`src/rtl/load_store_unit.sv`:
```
// Memory-stage load/store controller in front of a combinational-read data memory.
// Handles sub-word stores by read-modify-write and sign/zero-extends sub-word loads.
module load_store_unit #(
  parameter int DWIDTH    = 32,
  parameter int AWIDTH    = 32,
  parameter int WORD_ADDR = 1
) (
  input  logic              clk,
  input  logic              rst,
  input  logic              req_valid,
  output logic              req_ready,
  input  logic              req_we,
  input  logic [1:0]        req_size,
  input  logic              req_signed,
  input  logic [AWIDTH-1:0] req_addr,
  input  logic [DWIDTH-1:0] req_wdata,
  output logic              resp_valid,
  input  logic              resp_ready,
  output logic [DWIDTH-1:0] resp_rdata,
  output logic              resp_err,
  output logic [AWIDTH-1:0] mem_addr,
  output logic [DWIDTH-1:0] mem_wdata,
  output logic              mem_we,
  input  logic [DWIDTH-1:0] mem_rdata
);

  localparam int NUM_LANES = DWIDTH / 8;

  typedef enum logic [1:0] {IDLE, READ, WRITE, RESP} state_t;

  state_t            state, state_nxt;
  logic [1:0]        lat_lane;
  logic [1:0]        lat_size;
  logic              lat_signed;
  logic              lat_we;
  logic [15:0]       lat_wdata;
  logic              accept;
  logic              req_err;
  logic [AWIDTH-1:0] addr_calc;
  logic [DWIDTH-1:0] ld_ext;
  logic [DWIDTH-1:0] st_merge;
  logic [7:0]        ld_byte;
  logic [15:0]       ld_half;

  assign accept    = req_valid && req_ready;
  assign req_err   = (req_size == 2'b11) ||
                     (req_size == 2'b01 && req_addr[0]) ||
                     (req_size == 2'b10 && req_addr[1:0] != 2'b00);
  assign addr_calc = (WORD_ADDR != 0) ? (req_addr >> 2) : {req_addr[AWIDTH-1:2], 2'b00};

  always_ff @(posedge clk or posedge rst) begin
    if (rst) state <= IDLE;
    else     state <= state_nxt;
  end

  always_comb begin
    state_nxt = state;
    case (state)
      IDLE:  if (accept) begin
               if (req_err)                        state_nxt = RESP;
               else if (req_we && req_size == 2'b10) state_nxt = WRITE;
               else                                state_nxt = READ;
             end
      READ:  state_nxt = lat_we ? WRITE : RESP;
      WRITE: state_nxt = RESP;
      RESP:  if (resp_ready) state_nxt = IDLE;
      default: state_nxt = IDLE;
    endcase
  end

  always_comb begin
    req_ready  = (state == IDLE);
    resp_valid = (state == RESP);
  end

  // load extraction: byte lane addr[1:0], halfword lane addr[1]
  assign ld_byte = mem_rdata[{lat_lane, 3'b000} +: 8];
  assign ld_half = mem_rdata[{lat_lane[1], 4'b0000} +: 16];

  always_comb begin
    ld_ext = mem_rdata;
    case (lat_size)
      2'b00:   ld_ext = {{(DWIDTH-8){lat_signed & ld_byte[7]}}, ld_byte};
      2'b01:   ld_ext = {{(DWIDTH-16){lat_signed & ld_half[15]}}, ld_half};
      default: ld_ext = mem_rdata;
    endcase
  end

  // per-lane merge of store data into the word read back from memory
  for (genvar i = 0; i < NUM_LANES; i++) begin : g_lane
    localparam logic [1:0] LN = 2'(i);
    localparam int         HB = i % 2;
    logic sel;
    assign sel = (lat_size == 2'b00 && lat_lane == LN) ||
                 (lat_size == 2'b01 && lat_lane[1] == LN[1]);
    assign st_merge[8*i +: 8] = !sel ? mem_rdata[8*i +: 8] :
                                (lat_size == 2'b00) ? lat_wdata[7:0] : lat_wdata[8*HB +: 8];
  end

  always_ff @(posedge clk or posedge rst) begin
    if (rst) begin
      lat_lane   <= '0;
      lat_size   <= '0;
      lat_signed <= 1'b0;
      lat_we     <= 1'b0;
      lat_wdata  <= '0;
      resp_rdata <= '0;
      resp_err   <= 1'b0;
      mem_addr   <= '0;
      mem_wdata  <= '0;
      mem_we     <= 1'b0;
    end else begin
      case (state)
        IDLE: if (accept) begin
          lat_lane   <= req_addr[1:0];
          lat_size   <= req_size;
          lat_signed <= req_signed;
          lat_we     <= req_we;
          lat_wdata  <= req_wdata[15:0];
          resp_err   <= req_err;
          resp_rdata <= '0;
          if (!req_err) begin
            mem_addr <= addr_calc;
            if (req_we && req_size == 2'b10) begin
              mem_we    <= 1'b1;
              mem_wdata <= req_wdata;
            end
          end
        end
        READ: begin
          if (lat_we) begin
            mem_we    <= 1'b1;
            mem_wdata <= st_merge;
          end else begin
            resp_rdata <= ld_ext;
          end
        end
        WRITE:   mem_we <= 1'b0;
        default: ;
      endcase
    end
  end

endmodule
```
`config.mk`:
```
export PLATFORM = sky130hd
export DESIGN_NAME = load_store_unit
export DESIGN_NICKNAME = d
export VERILOG_FILES = /design/src/rtl/load_store_unit.sv
export SDC_FILE = /design/constraint.sdc
export NUM_CORES = 1
export LEC_CHECK = 0
export BUFFER_PORTS_ARGS = -buffer_cell sky130_fd_sc_hd__buf_2
export CAP_MARGIN = 20
export CORE_UTILIZATION = 54
export DETAILED_ROUTE_END_ITERATION = 8
export GPL_ROUTABILITY_DRIVEN = 0
export PLACE_DENSITY_LB_ADDON = 0.1
export SLEW_MARGIN = 25
export SYNTH_ARGS = -nofsm -noshare
export SYNTH_HDL_FRONTEND = slang
export SYNTH_SLANG_ARGS = --single-unit
export TNS_END_PERCENT = 30
```
`constraint.sdc`:
```
create_clock -name clk -period 7.55 [get_ports clk]
set_input_delay 1.8875 -clock clk [delete_from_list [all_inputs] [get_ports clk]]
set_output_delay 1.8875 -clock clk [all_outputs]
set_load 0.01 [all_outputs]
```
# Word-level counts from Yosys, hierarchy flattened
# Cells that the tools add are included.
classes:
  shifts: 2
  mux: 25
  bitwise_logic: 4
  eq_ne: 16
  n_reduce_logical: 28
op_table:
  columns: ["cell", "n"]
  rows:
  - ["$mux 32", 6]
  - ["$pmux 32 s2", 3]
  - ["$mux 8", 5]
  - ["$shiftx 32x6->16", 1]
  - ["$shiftx 32x6->8", 1]
  - ["$eq 2x2->1 const B", 6]
  - ["$logic_and 1x1->1", 10]
  - ["$reduce_and 5->1", 2]
  - ["$eq 2x1->1 const B", 4]
  - ["$mux 2", 4]
  - ["$pmux 2 s4", 1]
  - ["$logic_not 2->1", 3]
  - ["$logic_or 1x1->1", 6]
  - ["$ne 2x1->1 const B", 3]
  - ["$ne 2x2->1 const B", 3]
  - ["$reduce_and 3->1", 2]
  - ["$mux 1", 5]
  - ["$reduce_and 2->1", 2]
  - ["$reduce_bool 2->1", 2]
  - ["$pmux 1 s3", 1]
  - ["$reduce_bool 3->1", 1]
  - ["$and 1x1->1", 2]
  - ["$not 1->1", 2]
totals:
  wordCells: 86
  in_bits: 104
  output_inout_bits: 100
  regBits: 120

# Logic depth before layout (Yosys ltp)
# Gate-level depths: netlist of the first run.
depth:
  word_depth: 7
  depth_mapped: 9
  depth_no_buf: 6

# Worst setup path before layout of the first run
# No wires, ideal clock.
synth_timing:
  path_type: "input port to flip-flop"
  from: "input port req_addr[0]"
  to: "register mem_wdata[0]"
  stages: 5
  setup_time_ns: 0.125
  n_path_buf: 1
  arrival_ns: 3.296
  required_time_ns: 7.425
  setup_slack_ns: 4.129
  path_cell_list: "or2_1 > o41a_1 > nor3_4 > buf_6 > mux2_2"
synth_via:
  elab_chain_cells: 5
  elab_cells_between_ends: 7
  cone_classes: "eq/ne: 1; reduce/logical: 6"
synth_lines:
  columns: ["element", "line", "source"]
  rows:
  - ["start, declared", "15", "input logic [AWIDTH-1:0] req_addr,"]
  - ["$reduce_bool 2->1 / $logic_and 1x1->1 (equally long branches)", "48, 47", null]
  - ["$logic_and 1x1->1 / $logic_or 1x1->1 (equally long branches)", "48, 46", null]
  - ["$logic_or 1x1->1 (*)", "47", "(req_size == 2'b01 && req_addr[0]) ||"]
  - ["$ne 2x2->1 (no line) (*)", null, null]
  - ["$reduce_and 5->1 (no line) (*)", null, null]
  - ["end signal, assigned", "126", "mem_wdata <= req_wdata;"]
  - ["end signal, assigned", "133", "mem_wdata <= st_merge;"]
  - ["end, declared", "22", "output logic [DWIDTH-1:0] mem_wdata,"]
# Every way passes the cells marked *; elsewhere a longest branch is shown, timed or not.
# A chain may end at the register's enable or synchronous reset.

# Worst setup path after layout of the first run
layout_timing:
  from: "register state[0]"
  to: "output port req_ready"
layout_via:
  elab_chain_cells: 1
layout_lines:
  columns: ["element", "line", "source"]
  rows:
  - ["start, declared", "31", "state_t state, state_nxt;"]
  - ["start signal, assigned", "53", "else state <= state_nxt;"]
  - ["$logic_not 2->1", "72", "req_ready = (state == IDLE);"]
  - ["end, declared", "11", "output logic req_ready,"]
# Every way passes these cells.

==> run_results.csv, run 1 <==
group,metric,value,unit
cells_and_area,nNetsFinal,806,
sta,setup_viol,0,
routing,wl_met1,7080,um
run,drv_cap,0,
routing,viasPerCell,6.15,
routing,drt-total-wl,17600,um
sta,finalSetupTns,0,ps
sta,maxSlewViolCount,0,
critical_path,worst_ep_required_time,5660,ps
sta,rsz0062_at_grt,"false",
clocking,cts_resized,0,
yosys,synth_top_area_frac,0.499,
sta,fin_crit_sh,0.458,
clocking,cts-hold-fix-buffers,0,
yosys,seq_area_frac_synth,0.499,
yosys,yosysMostFrequentCell,"dfrtp_1",
routing,postRouteAntennaNets,0,
power_and_ir_drop,power.total,3690,uW
routing,wl_per_cell,20.7,um
critical_path,cp_num_buf_inv,2,
power_and_ir_drop,power_density,481,nW/um2
clocking,clk_path_buf_depth,2,
clocking,path_clk_slew,60,ps
clocking,cts_tree,"yes",
floorplanning,die_area,11600,um2
clocking,htree_levels,4,
yosys,yosys-top-cells-count,"120 x dfrtp_1, 92 x mux2_2, 39 x a221o_1",
routing,vias,5226,
sta,max-slew-margin-rel,0.290,
sta,fmax,0.289,GHz
yosys,synth.distinct_cells,49,
sta,hold_viol,0,
sta,skew,6.33,ps
sta,final.setup.worst_slack,4090,ps
yosys,ys_dominant_reg_cell,"dfrtp_1",
yosys,async_flop_share,1.00,
clocking,cts_buffers,17,
critical_path,cp-start-kind,"flop",
floorplanning,core_area,10800,um2
hold_path,worstHoldPathType,"flop to flop",
clocking,insertion_delay,520,ps
power_and_ir_drop,peakVddDrop,0.294,mV
critical_path,crit_type,"flop to primary output",
cells_and_area,n_antenna_cell,0,
global_route,antenna_found_initial,0,
global_route,grt_use_total,0.317,
clocking,clock_sinks,120,
routing,top_layer,"met4",
routing,dr.pass1.iters,5,
cells_and_area,layout-drive-gt1-share,0.477,
cells_and_area,final_cells,850,
floorplanning,num_rows,38,
cells_and_area,multi_input_area,2760,um2
routing,drc_errors,0,
cells_and_area,seq_area,3000,um2
floorplanning,io_pins,204,
yosys,syn-instance-count,510,
clocking,cts_setup_buffers,0,
yosys,synth_edf_count,0,
cells_and_area,fillers,839,
placed_design,io_buffers,201,
critical_path,cp-end-kind,"primary output",
placed_design,dpl.hpwl,12300,um
yosys,synthTopCellsByArea,"dfrtp_1 50%, mux2_2 17%, a221o_1 6.5%",
placed_design,place_ws,3760,ps
routing,routed-wl-met3,1600,um
routing,met2_length,8510,um
global_route,grt_pass1_vias,5197,
critical_path,path_cells,"inv_1, ha_1, buf_2",
placed_design,place_inst,818,
yosys,yosysTopAreaCell,"dfrtp_1",
critical_path,cp_slowest_cell,"dfrtp_1",
yosys,ys_warn_count,0,
yosys,post_synth.cell_area_avg,11.8,um2
global_route,grt_max_degree,72,
run_status,status,"finished, final reports clean",
global_route,grt_pass1_wl,27300,um
power_and_ir_drop,power.leakage,0.00374,uW
critical_path,cp_top_family,"flip-flops",
critical_path,worst_ep_arrival_time,1570,ps
floorplanning,die_h,108,um
floorplanning,die_w,108,um
clocking,root_buffer,"clkbuf_8",
cells_and_area,fin_util,0.708,
sta,finalCriticalPeriod,3460,ps
yosys,synth_area,6010,um2
cells_and_area,synthToLayoutAreaGrowth,27.7,%
floorplanning,floorplan.initialDensity,0.555,
critical_path,cpPeakStageDelay,410,ps
routing,first_iter_violations,398,
sta,worstMarginPinSlew,1060,ps
global_route,grt_overflow,0,
yosys,ys_seq_elements,120,
critical_path,crit_path_max_fanout,7,
## power by group
part           switching, uW  internal (uW)
combinational            857            773
sequential               252            962
clock                    296            553
total                   1400           2290
## placed cells by master (no fill, tap or decap), types with 4 or more instances in the layout
cell,instances
a21o_1,8
a221o_1,39
a22o_1,8
a22oi_1,7
a32oi_1,7
buf_2,201
buf_4,5
bufinv_16,4
clkbuf_16,16
clkinv_2,4
dfrtp_1,120
ha_1,4
inv_1,20
mux2_2,92
nand2_1,30
nand2b_1,4
nand4_1,14
nor2_1,9
nor2b_1,32
nor3_1,4
o21ai_0,18
o221ai_1,15
## through the flow
step / instance area [um2] / hold slack (ps)
after floorplan: 6020 / 475
after global placement: 7050 / 467
after detailed placement: 7050 / 479
after CTS: 7670 / 501
after global routing: 7680 / 514
final: 7680 / 497
## area by class of cell
cell class	count	share of cell area
sequential	120	0.391
timing repair buffer	206	0.136
multi-input combinational	331	0.359
clock buffer	20	0.0580
inverter	21	0.0106
tap	140	0.0228
clock inverter	12	0.0225
## worst paths after layout
path                       cells past startpoint                    endpoint                     from  slack [ps]
min                                            1     mem_addr[1]$_DFFE_PP0P_  mem_addr[1]$_DFFE_PP0P_         500
max reg2reg                                    7  resp_rdata[19]$_DFFE_PP0P_     state[1]$_DFFE_PP0P_        4570
max                                            3                   req_ready     state[0]$_DFFE_PP0P_        4090
max in group asynchronous                      3   mem_wdata[11]$_DFFE_PP0P_                      rst        4740
min reg2reg                                    1     mem_addr[1]$_DFFE_PP0P_  mem_addr[1]$_DFFE_PP0P_         500
min in group asynchronous                      2     mem_addr[2]$_DFFE_PP0P_                      rst        1530
## per-layer routing
layer | vias up | global-route usage
met3 | 38 | 0.0781
met2 | 319 | 0.511
li1 | 2290 | -
met1 | 2579 | 0.412
met4 | 0 | 0.123
met5 | - | 0
## registers in the layout, indices dropped and copies added, names as in the netlist, 2 cells and up
register	cells
mem_wdata	32
resp_rdata	32
mem_addr	30
lat_wdata	16
lat_lane	2
lat_size	2
state	2
## worst reg2reg max path: stages (launching register included)
cell and delay (ps):
dfrtp_1 420, inv_1 120, ha_2 170, buf_4 530, and2b_2 380, nand3_1 310
nor4b_4 770, a221o_1 220
## cell families after synthesis
group | Yosys count | synth area share
multiplexers | 96 | 0.180
AO/OA/AOI/OAI | 122 | 0.168
flip-flops | 120 | 0.499
buffers and inverters | 60 | 0.0445
adder cells (fa/ha/maj) | 5 | 0.0104
other | 1 | 0.000624
AND/OR/NAND/NOR | 106 | 0.0980
(Power assumes the default switching activity.)
==> run 2: changes to the inputs <==
--- a/config.mk
+++ b/config.mk
@@ -7,7 +7,7 @@
 export LEC_CHECK = 0
 export BUFFER_PORTS_ARGS = -buffer_cell sky130_fd_sc_hd__buf_2
 export CAP_MARGIN = 20
-export CORE_UTILIZATION = 54
+export CORE_UTILIZATION = 46
 export DETAILED_ROUTE_END_ITERATION = 8
 export GPL_ROUTABILITY_DRIVEN = 0
 export PLACE_DENSITY_LB_ADDON = 0.1
==> constraint.sdc (replaced) <==
create_clock -name clk -period 2.87 [get_ports clk]
set_input_delay 0.7175 -clock clk [delete_from_list [all_inputs] [get_ports clk]]
set_output_delay 0.7175 -clock clk [all_outputs]
set_load 0.01 [all_outputs]
==> run 2 against run 1 <==
Final cell count up 4.9%. Sequential cell count unchanged. Critical path depth up 3. Combinational power rose to 2.7 times the previous value. Largest cell class unchanged. Largest power group unchanged. Highest routed layer unchanged.
==> run_results.csv, run 2 (synthesis results as in run 1) <==
group,metric,value,unit
run_status,status,"finished, final reports clean",
cells_and_area,multi_input_area,2750,um2
routing,wl_per_cell,19.4,um
floorplanning,floorplan.initialDensity,0.475,
critical_path,cp-end-kind,"flop",
global_route,antenna_found_initial,0,
routing,dr.pass1.iters,5,
sta,hold_viol,0,
critical_path,timing.rr.end,"resp_rdata[27]$_DFFE_PP0P_",
critical_path,crit_path_max_fanout,16,
sta,finalCriticalPeriod,2280,ps
sta,finalSetupTns,0,ps
clocking,clock_sinks,120,
floorplanning,io_pins,204,
routing,drt-total-wl,17300,um
critical_path,path_cells,"inv_1, ha_1, nand2b_1, nand2_1, nor2_1, a221o_1",
cells_and_area,mostFrequentLayoutCells,"201 x buf_2, 120 x dfrtp_1, 92 x mux2_2, 39 x a221o_1, 33 x nor2b_1",
routing,postRouteAntennaNets,0,
power_and_ir_drop,power.leakage,0.00383,uW
cells_and_area,synthToLayoutAreaGrowth,31.5,%
power_and_ir_drop,power_density,1270,nW/um2
floorplanning,die_w,116,um
sta,rsz0062_at_grt,"false",
placed_design,placed_area,7210,um2
clocking,root_buffer,"clkbuf_16",
critical_path,ff2ff_setup_slack,590,ps
placed_design,dpl.hpwl,13000,um
critical_path,worst_ep_required_time,3220,ps
critical_path,cp-start-kind,"flop",
critical_path,cp_top_family,"simple AND/OR/NAND/NOR gates",
floorplanning,core_area,12700,um2
sta,hold_slack,423,ps
global_route,grt_pass1_vias,4990,
cells_and_area,mostFrequentLayoutCell,"buf_2",
routing,vias,5053,
global_route,grt_overflow,0,
routing,drc_errors,0,
power_and_ir_drop,peakVddDrop,0.629,mV
critical_path,crit-reg2reg-launch,"state[0]$_DFFE_PP0P_",
critical_path,cp_slowest_cell,"nor2_1",
clocking,cts_resized,0,
clocking,cts_buffers,17,
clocking,clk_path_buf_depth,2,
cells_and_area,final_area,7910,um2
global_route,grt_use_total,0.267,
cells_and_area,n_antenna_cell,0,
sta,worstMarginPinSlew,1040,ps
cells_and_area,nNetsFinal,816,
floorplanning,num_rows,41,
clocking,path_clk_slew,50,ps
hold_path,worstHoldPathType,"input port to asynchronous set/reset pin",
clocking,cts-hold-fix-buffers,0,
sta,fin_crit_sh,0.794,
routing,first_iter_violations,356,
cells_and_area,reg_top3,"mem_wdata x32, resp_rdata x32, mem_addr x30",
clocking,cts_tree,"yes",
cells_and_area,layout-drive-gt1-share,0.481,
clocking,htree_levels,4,
critical_path,reg2reg_depth,6,
floorplanning,die_h,116,um
sta,setup_viol,0,
floorplanning,die_area,13500,um2
run,drv_cap,0,
sta,fmax,0.439,GHz
clocking,insertion_delay,420,ps
critical_path,crit_type,"flop to flop",
sta,maxSlewViolCount,0,
routing,viasPerCell,5.66,
global_route,grt_pass1_wl,26700,um
cells_and_area,fillers,1092,
placed_design,io_buffers,201,
sta,skew,6.35,ps
sta,max-slew-margin-rel,0.306,
cells_and_area,seq_area,3000,um2
global_route,grt_max_degree,58,
critical_path,cpPeakStageDelay,800,ps
critical_path,cp_num_buf_inv,1,
clocking,cts_setup_buffers,0,
critical_path,worst_ep_arrival_time,2630,ps
[run 2: how the worst max path moves through the flow]
stage | startpoint | endpoint | depth (start not counted)
detailed placement | req_addr[0] | mem_wdata[5]$_DFFE_PP0P_ | 6
floorplan | req_addr[0] | mem_wdata[0]$_DFFE_PP0P_ | 5
global placement | req_addr[0] | mem_wdata[5]$_DFFE_PP0P_ | 6
global route | state[0]$_DFFE_PP0P_ | resp_rdata[28]$_DFFE_PP0P_ | 6
CTS | state[0]$_DFFE_PP0P_ | resp_rdata[27]$_DFFE_PP0P_ | 6
finish | state[0]$_DFFE_PP0P_ | resp_rdata[27]$_DFFE_PP0P_ | 6
[run 2: area by class of cell]
cell class / instances / share of cell area
Inverter: 21 / 0.0104
Clock buffer: 20 / 0.0578
Multi-Input combinational cell: 331 / 0.348
Timing Repair Buffer: 216 / 0.146
Sequential cell: 120 / 0.380
Clock inverter: 12 / 0.0310
Tap cell: 172 / 0.0272
[run 2: layer usage]
metal / share of wire / up-vias / global-route usage
met2: 0.48 / 222 / 0.432
met1: 0.42 / 2495 / 0.346
met5: 0 / - / 0
li1: - / 2309 / -
met4: 0.020 / 0 / 0.0983
met3: 0.077 / 27 / 0.0690
[run 2: through the flow]
step	instances	total power [uW]	worst slack (ps)	util
after floorplan	511	6060	619	-
after global placement	860	7430	441	0.569
after detailed placement	860	7560	414	0.569
after CTS	892	10100	620	0.624
after global routing	892	10700	443	0.624
final	892	10000	590	0.624
[run 2: power breakdown]
group	internal [uW]	total (uW)	switching, uW
Clock	1760	2520	757
Sequential	2530	3080	546
Combinational	2130	4450	2320
Total	6420	10000	3620
